==> src/rtl/pipe_hazard_ctrl.sv <==
// pipe_hazard_ctrl: clocked hazard, forwarding and redirect controller for
// the 5-stage pipeline. It sits beside the ID/EX registers and drives the PC,
// IF/ID and ID/EX control inputs and the EX operand muxes.
//
// Optional feature macro: HAZARD_STATS_EN
//   defined   -> 16-bit saturating stall/flush statistics counters
//   undefined -> stall_count/flush_count tied to 0, no counter flops
//
// FSM states
//   state   | meaning
//   --------+----------------------------------------------------------
//   S_RUN   | normal issue; load-use and taken redirects evaluated here
//   S_STALL | extra load-use stall cycles; cnt counts the remaining ones
//   S_FLUSH | extra IF/ID flush cycles after a redirect; cnt as above
//
// While rst is low every control output is forced to its safe value
// combinationally, so a reset in mid-sequence takes effect at once.

module pipe_hazard_ctrl #(
    parameter int AW          = 5,
    parameter int FWD_STAGES  = 2,
    parameter int LOAD_LAT    = 1,
    parameter int FLUSH_SLOTS = 1,
    localparam int SW         = $clog2(FWD_STAGES + 1)
) (
    input  logic                       clk,
    input  logic                       rst,
    input  logic                       id_valid,
    input  logic [AW-1:0]              id_rs,
    input  logic [AW-1:0]              id_rt,
    input  logic                       id_uses_rs,
    input  logic                       id_uses_rt,
    input  logic [1:0]                 id_branch,
    input  logic                       regs_equal,
    input  logic                       ex_valid,
    input  logic                       ex_mem_read,
    input  logic [AW-1:0]              ex_rs,
    input  logic [AW-1:0]              ex_rt,
    input  logic [AW-1:0]              ex_wreg,
    input  logic [FWD_STAGES*AW-1:0]   fwd_wreg,
    input  logic [FWD_STAGES-1:0]      fwd_wen,
    output logic [SW-1:0]              fwd_sel_a,
    output logic [SW-1:0]              fwd_sel_b,
    output logic                       pc_write,
    output logic                       ifid_write,
    output logic                       idex_bubble,
    output logic                       ifid_flush,
    output logic                       pc_src,
    output logic                       busy,
    output logic [15:0]                stall_count,
    output logic [15:0]                flush_count
);

    typedef enum logic [1:0] {
        S_RUN   = 2'd0,
        S_STALL = 2'd1,
        S_FLUSH = 2'd2
    } state_t;

    localparam logic [1:0] BR_BEQ  = 2'b01;
    localparam logic [1:0] BR_BNE  = 2'b10;
    localparam logic [1:0] BR_JUMP = 2'b11;

    // cnt holds the cycles still to go after the current one, so the
    // entry value is the total length minus the RUN cycle that started it.
    localparam logic [1:0] STALL_RELOAD = 2'(LOAD_LAT - 1);
    localparam logic [1:0] FLUSH_RELOAD = 2'(FLUSH_SLOTS - 1);

    state_t     state_q, state_d;
    logic [1:0] cnt_q, cnt_d;

    logic [SW-1:0] sel_a, sel_b;
    logic          found_a, found_b;

    logic lu, tk;
    logic ctl_pc_write, ctl_ifid_write, ctl_idex_bubble;
    logic ctl_ifid_flush, ctl_pc_src;
    logic stall_cycle;

    // Forward select: the youngest (lowest-index) writing stage wins.
    always_comb begin
        sel_a   = '0;
        sel_b   = '0;
        found_a = 1'b0;
        found_b = 1'b0;
        for (int k = 0; k < FWD_STAGES; k++) begin
            if (!found_a && fwd_wen[k] && (ex_rs != '0) &&
                (fwd_wreg[k*AW +: AW] == ex_rs)) begin
                sel_a   = SW'(k + 1);
                found_a = 1'b1;
            end
            if (!found_b && fwd_wen[k] && (ex_rt != '0) &&
                (fwd_wreg[k*AW +: AW] == ex_rt)) begin
                sel_b   = SW'(k + 1);
                found_b = 1'b1;
            end
        end
    end

    assign fwd_sel_a = (rst && ex_valid) ? sel_a : '0;
    assign fwd_sel_b = (rst && ex_valid) ? sel_b : '0;

    // Hazard detection; both act in the same cycle they are seen.
    assign lu = ex_valid && ex_mem_read && (ex_wreg != '0) && id_valid &&
                ((id_uses_rs && (id_rs == ex_wreg)) ||
                 (id_uses_rt && (id_rt == ex_wreg)));

    assign tk = id_valid && ((id_branch == BR_JUMP) ||
                             ((id_branch == BR_BEQ) &&  regs_equal) ||
                             ((id_branch == BR_BNE) && !regs_equal));

    // State and countdown registers.
    always_ff @(posedge clk or negedge rst) begin
        if (!rst) begin
            state_q <= S_RUN;
            cnt_q   <= 2'd0;
        end else begin
            state_q <= state_d;
            cnt_q   <= cnt_d;
        end
    end

    // Next-state and pipeline controls; load-use beats a redirect because
    // the branch operands are not ready yet, and the branch re-evaluates
    // once the stall is over.
    always_comb begin
        state_d         = state_q;
        cnt_d           = cnt_q;
        ctl_pc_write    = 1'b1;
        ctl_ifid_write  = 1'b1;
        ctl_idex_bubble = 1'b0;
        ctl_ifid_flush  = 1'b0;
        ctl_pc_src      = 1'b0;
        stall_cycle     = 1'b0;
        unique case (state_q)
            S_RUN: begin
                if (lu) begin
                    ctl_pc_write    = 1'b0;
                    ctl_ifid_write  = 1'b0;
                    ctl_idex_bubble = 1'b1;
                    stall_cycle     = 1'b1;
                    if (LOAD_LAT > 1) begin
                        state_d = S_STALL;
                        cnt_d   = STALL_RELOAD;
                    end
                end else if (tk) begin
                    ctl_pc_src     = 1'b1;
                    ctl_ifid_flush = 1'b1;
                    if (FLUSH_SLOTS > 1) begin
                        state_d = S_FLUSH;
                        cnt_d   = FLUSH_RELOAD;
                    end
                end
            end
            S_STALL: begin
                ctl_pc_write    = 1'b0;
                ctl_ifid_write  = 1'b0;
                ctl_idex_bubble = 1'b1;
                stall_cycle     = 1'b1;
                cnt_d           = cnt_q - 2'd1;
                if (cnt_q == 2'd1) begin
                    state_d = S_RUN;
                end
            end
            S_FLUSH: begin
                ctl_ifid_flush = 1'b1;
                cnt_d          = cnt_q - 2'd1;
                if (cnt_q == 2'd1) begin
                    state_d = S_RUN;
                end
            end
            default: begin
                state_d = S_RUN;
                cnt_d   = 2'd0;
            end
        endcase
    end

    assign pc_write    = rst ? ctl_pc_write    : 1'b0;
    assign ifid_write  = rst ? ctl_ifid_write  : 1'b0;
    assign idex_bubble = rst ? ctl_idex_bubble : 1'b1;
    assign ifid_flush  = rst ? ctl_ifid_flush  : 1'b0;
    assign pc_src      = rst ? ctl_pc_src      : 1'b0;
    assign busy        = rst && (state_q != S_RUN);

`ifdef HAZARD_STATS_EN
    logic [15:0] stall_cnt_q, stall_cnt_d;
    logic [15:0] flush_cnt_q, flush_cnt_d;

    // Saturating increments for the statistics counters.
    always_comb begin
        stall_cnt_d = stall_cnt_q;
        flush_cnt_d = flush_cnt_q;
        if (stall_cycle && (stall_cnt_q != 16'hFFFF)) begin
            stall_cnt_d = stall_cnt_q + 16'd1;
        end
        if (ctl_ifid_flush && (flush_cnt_q != 16'hFFFF)) begin
            flush_cnt_d = flush_cnt_q + 16'd1;
        end
    end

    // Statistics registers, cleared with the rest of the unit.
    always_ff @(posedge clk or negedge rst) begin
        if (!rst) begin
            stall_cnt_q <= 16'd0;
            flush_cnt_q <= 16'd0;
        end else begin
            stall_cnt_q <= stall_cnt_d;
            flush_cnt_q <= flush_cnt_d;
        end
    end

    assign stall_count = stall_cnt_q;
    assign flush_count = flush_cnt_q;
`else
    assign stall_count = 16'd0;
    assign flush_count = 16'd0;
`endif

endmodule

==> config.mk <==
export PLATFORM = sky130hd
export DESIGN_NAME = pipe_hazard_ctrl
export DESIGN_NICKNAME = d
export VERILOG_FILES = /design/src/rtl/pipe_hazard_ctrl.sv
export SDC_FILE = /design/constraint.sdc
export NUM_CORES = 1
export LEC_CHECK = 0
export ABC_CLOCK_PERIOD_IN_PS = 2000
export BUFFER_PORTS_ARGS = -buffer_cell sky130_fd_sc_hd__buf_4
export CELL_PAD_IN_SITES_DETAIL_PLACEMENT = 1
export CELL_PAD_IN_SITES_GLOBAL_PLACEMENT = 2
export CORE_MARGIN = 2
export CORE_UTILIZATION = 16
export DETAILED_ROUTE_END_ITERATION = 10
export PLACE_DENSITY_LB_ADDON = 0.1
export SLEW_MARGIN = 20
export SYNTH_ARGS = -nofsm -noshare
export SYNTH_HDL_FRONTEND = slang
export SYNTH_SLANG_ARGS = --single-unit
==> constraint.sdc <==
create_clock -name clk -period 2 [get_ports clk]
set_input_delay 0.3 -clock clk [delete_from_list [all_inputs] [get_ports clk]]
set_output_delay 0.3 -clock clk [all_outputs]
set_load 0.05 [all_outputs]
# After elaboration in Yosys (flattened, before gate mapping)
# Index checks and enable logic that the tools add are counted.
word_totals:
  regBits: 4
  latch_bits: 0
  ramBits: 0
  mem_bits_ro: 0
  inputBits: 47
  out_inout_bits: 42
  elab_cells: 74
  memories: 0
op_classes:
  addsub: 1
  mul: 0
  div: 0
  n_lt_le_gt_ge: 0
  eq_ne: 13
  shifts: 0
  n_mux: 23
  bitwise: 1
  reduce_logical: 34
op_table:
  columns: ["op", "count"]
  rows:
  - ["$eq A5 B5 Y1", 6]
  - ["$logic_and A1 B1 Y1", 21]
  - ["$reduce_bool A5 Y1", 3]
  - ["$mux W1", 13]
  - ["$mux W2", 5]
  - ["$pmux W2 S2", 2]
  - ["$eq A2 B1 Y1 const B", 3]
  - ["$eq A2 B2 Y1 const B", 3]
  - ["$pmux W1 S2", 3]
  - ["$logic_not A1 Y1", 3]
  - ["$logic_or A1 B1 Y1", 3]
  - ["$logic_not A2 Y1", 1]
  - ["$ne A2 B1 Y1 const B", 1]
  - ["$reduce_and A2 Y1", 1]
  - ["$reduce_bool A2 Y1", 1]
  - ["$reduce_or A2 Y1", 1]
  - ["$sub A2 B1 Y2 const B", 1]
  - ["$not A1 Y1", 1]

# Depth between registers and ports, before layout
depth:
  depth_word: 10
  depth_mapped: 5
  ltp_nobuf: 4

# Worst setup path after synthesis
# No wires, ideal clock.
synth_timing:
  kind: "input to output"
  start: "input port ex_wreg[3]"
  end: "output port idex_bubble"
  arrival_ns: 1.978
  required_time_ns: 1.700
  setup_slack_ns: -0.278
  cell_stages: 4
  n_path_buf: 0
  path_cell_list: "xor2_1 > nor4_1 > a32oi_1 > o21ai_0"
synth_via:
  elab_chain_len: 7
  word_cells_on_any_way: 12
  classes_between: "eq/ne: 2; mux: 3; reduce/logical: 7"
synth_lines:
  columns: ["item", "line", "source"]
  rows:
  - ["start: declaration", "39", "input logic [AW-1:0] ex_wreg,"]
  - ["$eq A5 B5 Y1 (tied with other cells)", "105", "((id_uses_rs && (id_rs == ex_wreg)) ||"]
  - ["$logic_and A1 B1 Y1 (on tied branches)", "105, 104, 106", null]
  - ["$logic_or A1 B1 Y1 or $logic_and A1 B1 Y1 (tied branches)", "105, 104", null]
  - ["$logic_and A1 B1 Y1 (*)", "104", "assign lu = ex_valid && ex_mem_read && (ex_wreg != '0) && id_valid &&"]
  - ["$mux W1 (*)", "137", "if (lu) begin"]
  - ["$pmux W1 S2 (*)", "135", "unique case (state_q)"]
  - ["$mux W1 (*)", "181", "assign idex_bubble = rst ? ctl_idex_bubble : 1'b1;"]
  - ["end: declaration", "46", "output logic idex_bubble,"]
# Mark *: on every way between the ends. The rest lies on a longest branch, timed or not.

# Final worst setup path
layout_timing:
  start: "input port ex_wreg[1]"
  end: "output port ifid_write"
layout_via:
  elab_chain_len: 7
  word_cells_on_any_way: 12
  classes_between: "eq/ne: 2; mux: 3; reduce/logical: 7"
layout_lines:
  columns: ["item", "line", "source"]
  rows:
  - ["$eq A5 B5 Y1 (tied with other cells)", "105", null]
  - ["$logic_and A1 B1 Y1 (on tied branches)", "105, 104, 106", null]
  - ["$logic_or A1 B1 Y1 or $logic_and A1 B1 Y1 (tied branches)", "105, 104", null]
  - ["$logic_and A1 B1 Y1 (*)", "104", null]
  - ["$mux W1 (*)", "137", null]
  - ["$pmux W1 S2 (*)", "135", null]
  - ["$mux W1 (*)", "180", "assign ifid_write = rst ? ctl_ifid_write : 1'b0;"]
  - ["end: declaration", "45", "output logic ifid_write,"]
# Marked as above.

==> impl_results.md <==
- Status: finished, final reports clean
- PwrDens: 297.8 nW/um^2
- Max IR drop VDD: between 0.07 and 0.08 mV
- Core Footprint: about 4700 sq um
- Gpl congestion: between 0.7 and 0.8
- Total power: about 0.34 mW
- Vias in the first global route: between 700 and 800
- Post-route ant nets: 0
- DRC violations left: 0
- DP Cell Count: around 200
- Yosys cell types: 21
- Clock buffers: 0
- Syn Area/Cell: between 7 and 8 sq um
- N_diodes: 0
- Fillers: between 500 and 600
- RSZ-0062 raised after global routing: false
- Setup crit start kind: input port
- Syn Inst Count: 96
- Cts hold-fix bufs: 0
- Max Clk Rate: approximately 0.52 GHz
- CP startpoint: ex_wreg[1]
- Post-Route WL: 2435 um
- Final setup TNS: 0 ns
- Synth top area share: approximately 34%
- Drt pass-1 iters: 4
- Crit-path max FO: 3
- Layout Cells excl Fill: approximately 200
- Die area: approximately 5400 sq um
- Crit path DAT: roughly 1.6 ns
- Crit path kind: input port to output port
- Hold path startpoint: rst
- Initial antenna violation count: 0
- Hold Path Class: input port to output port
- Critical Path End Type: output port
- Overall Global Routing Usage: 8.118%
- Total global routing overflow: 0
- Die width: 73.18 um
- Via count: between 700 and 800
- Nets@finish: around 200
- Dpl ws: 0.00006728 ns
- I/O pin count: just under 90
- Max_cap viols: 0
- Drt initial violations: 9
- Top cells by count, synth: buf_4, xnor2_1, xor2_1, nand4_1, nor4_2
- Count leader, synth: buf_4
- Final setup violation count: 0
- Num sequential: 0
- Num rows: 25
- Max Slew Vio Count: 0
- Mapped Area: 765.7 sq um
- Ys Warns: 0
- Initial Util: about 16%
- Min Clock Period, post-route: slightly below 2 ns
- Lkg Pwr: 0.5274 nW
- Pin count of the biggest net entering global routing: 8
- Post-DP HPWL: 2341 um
- Final worst-path cycle share: a little under 100%
- First-pass GRT wire length: between 3000 and 4000 um
- Die Y: ~73 um
- Final hold violation count: 0
- Area growth, synth to finish: 49.84%
- Routed length per instance: roughly 12 um
- Layout cells sized above 1: between 40 and 50%
- Synth area leaders: buf_4, xnor2_1, xor2_1
- Register area: 0 sq um
- Port bufs: 55
- Vias/cell: roughly 3.8
- Post-synth top area cell: buf_4
- Setup ws final: about 0.077 ns
- CP required: around 1.7 ns
- Post-synthesis sequential area ratio: 0%
## layout make-up
type               count  area [sq um]  share of cell area [%]
multi-input cells     93         648.1                   56.49
repair buffers        57         431.7                   37.62
well taps             54         67.56                   5.889
## final timing paths
check                 cells after the start          end  slack [ns]
worst max-delay path                      5   ifid_write        0.08
worst min-delay path                      3  idex_bubble        0.99
## routing by layer
metal / vias up / wire, um / GRT usage (%)
met4: 0 / 0 / 0
met2: 55 / 1252 / 16.92
met1: 341 / 896 / 8.724
met3: 0 / 286 / 1.519
li1: 370 / - / -
met5: - / 0 / 0
## logic make-up (layout without fill, tap and decap cells)
| family | after synthesis | count (layout) | synth area share (%) |
|---|---|---|---|
| buffers and inverters | 35 | 57 | 34.31 |
| xor gates and xnor gates | 30 | 30 | 34.31 |
| and+or+nand+nor | 24 | 24 | 24.51 |
| AOI/OAI and AO/OA | 5 | 5 | 5.066 |
| other | 1 | 33 | 0.4897 |
| muxes | 1 | 1 | 1.307 |
## power by group
part | switching (mW) | internal (mW) | leakage, nW
registers | 0 | 0 | 0
clock network | 0 | 0 | 0
logic | 0.231 | 0.110 | 0.527
total | 0.231 | 0.110 | 0.527
## metrics by stage
step	util (%)	hold slack [ns]	area, sq um
finish	24.62	0.9888	1147
global route	24.62	1.026	1147
CTS	24.54	0.9975	1144
detailed placement	24.40	1.000	1137
global placement	24.40	0.9897	1137
floorplan	-	0.7932	904.6
## critical path, cell delays in order
cell and delay (ns):
buf_4 0.12, or4_1 0.58, o2111ai_2 0.23, o21a_2 0.18
buf_4 0.20
## cells in the final DEF (no fill, tap or decap), types with 2 or more instances in the layout
cell type   n
buf_4      56
nor4_1      2
conb_1     33
nor4_4      2
nor2_4      2
nand2_1     2
nand4_1     6
nor2_1      2
xor2_1     12
xnor2_1    18
or4_4       2
nor4_2      2
## what timing repair did
item,CTS,global route
buffers inserted,0,0
pin swaps,0,1
resized for setup,1,1
endpoints found under the setup margin,2,3
Power figures use the tool's default switching activity.
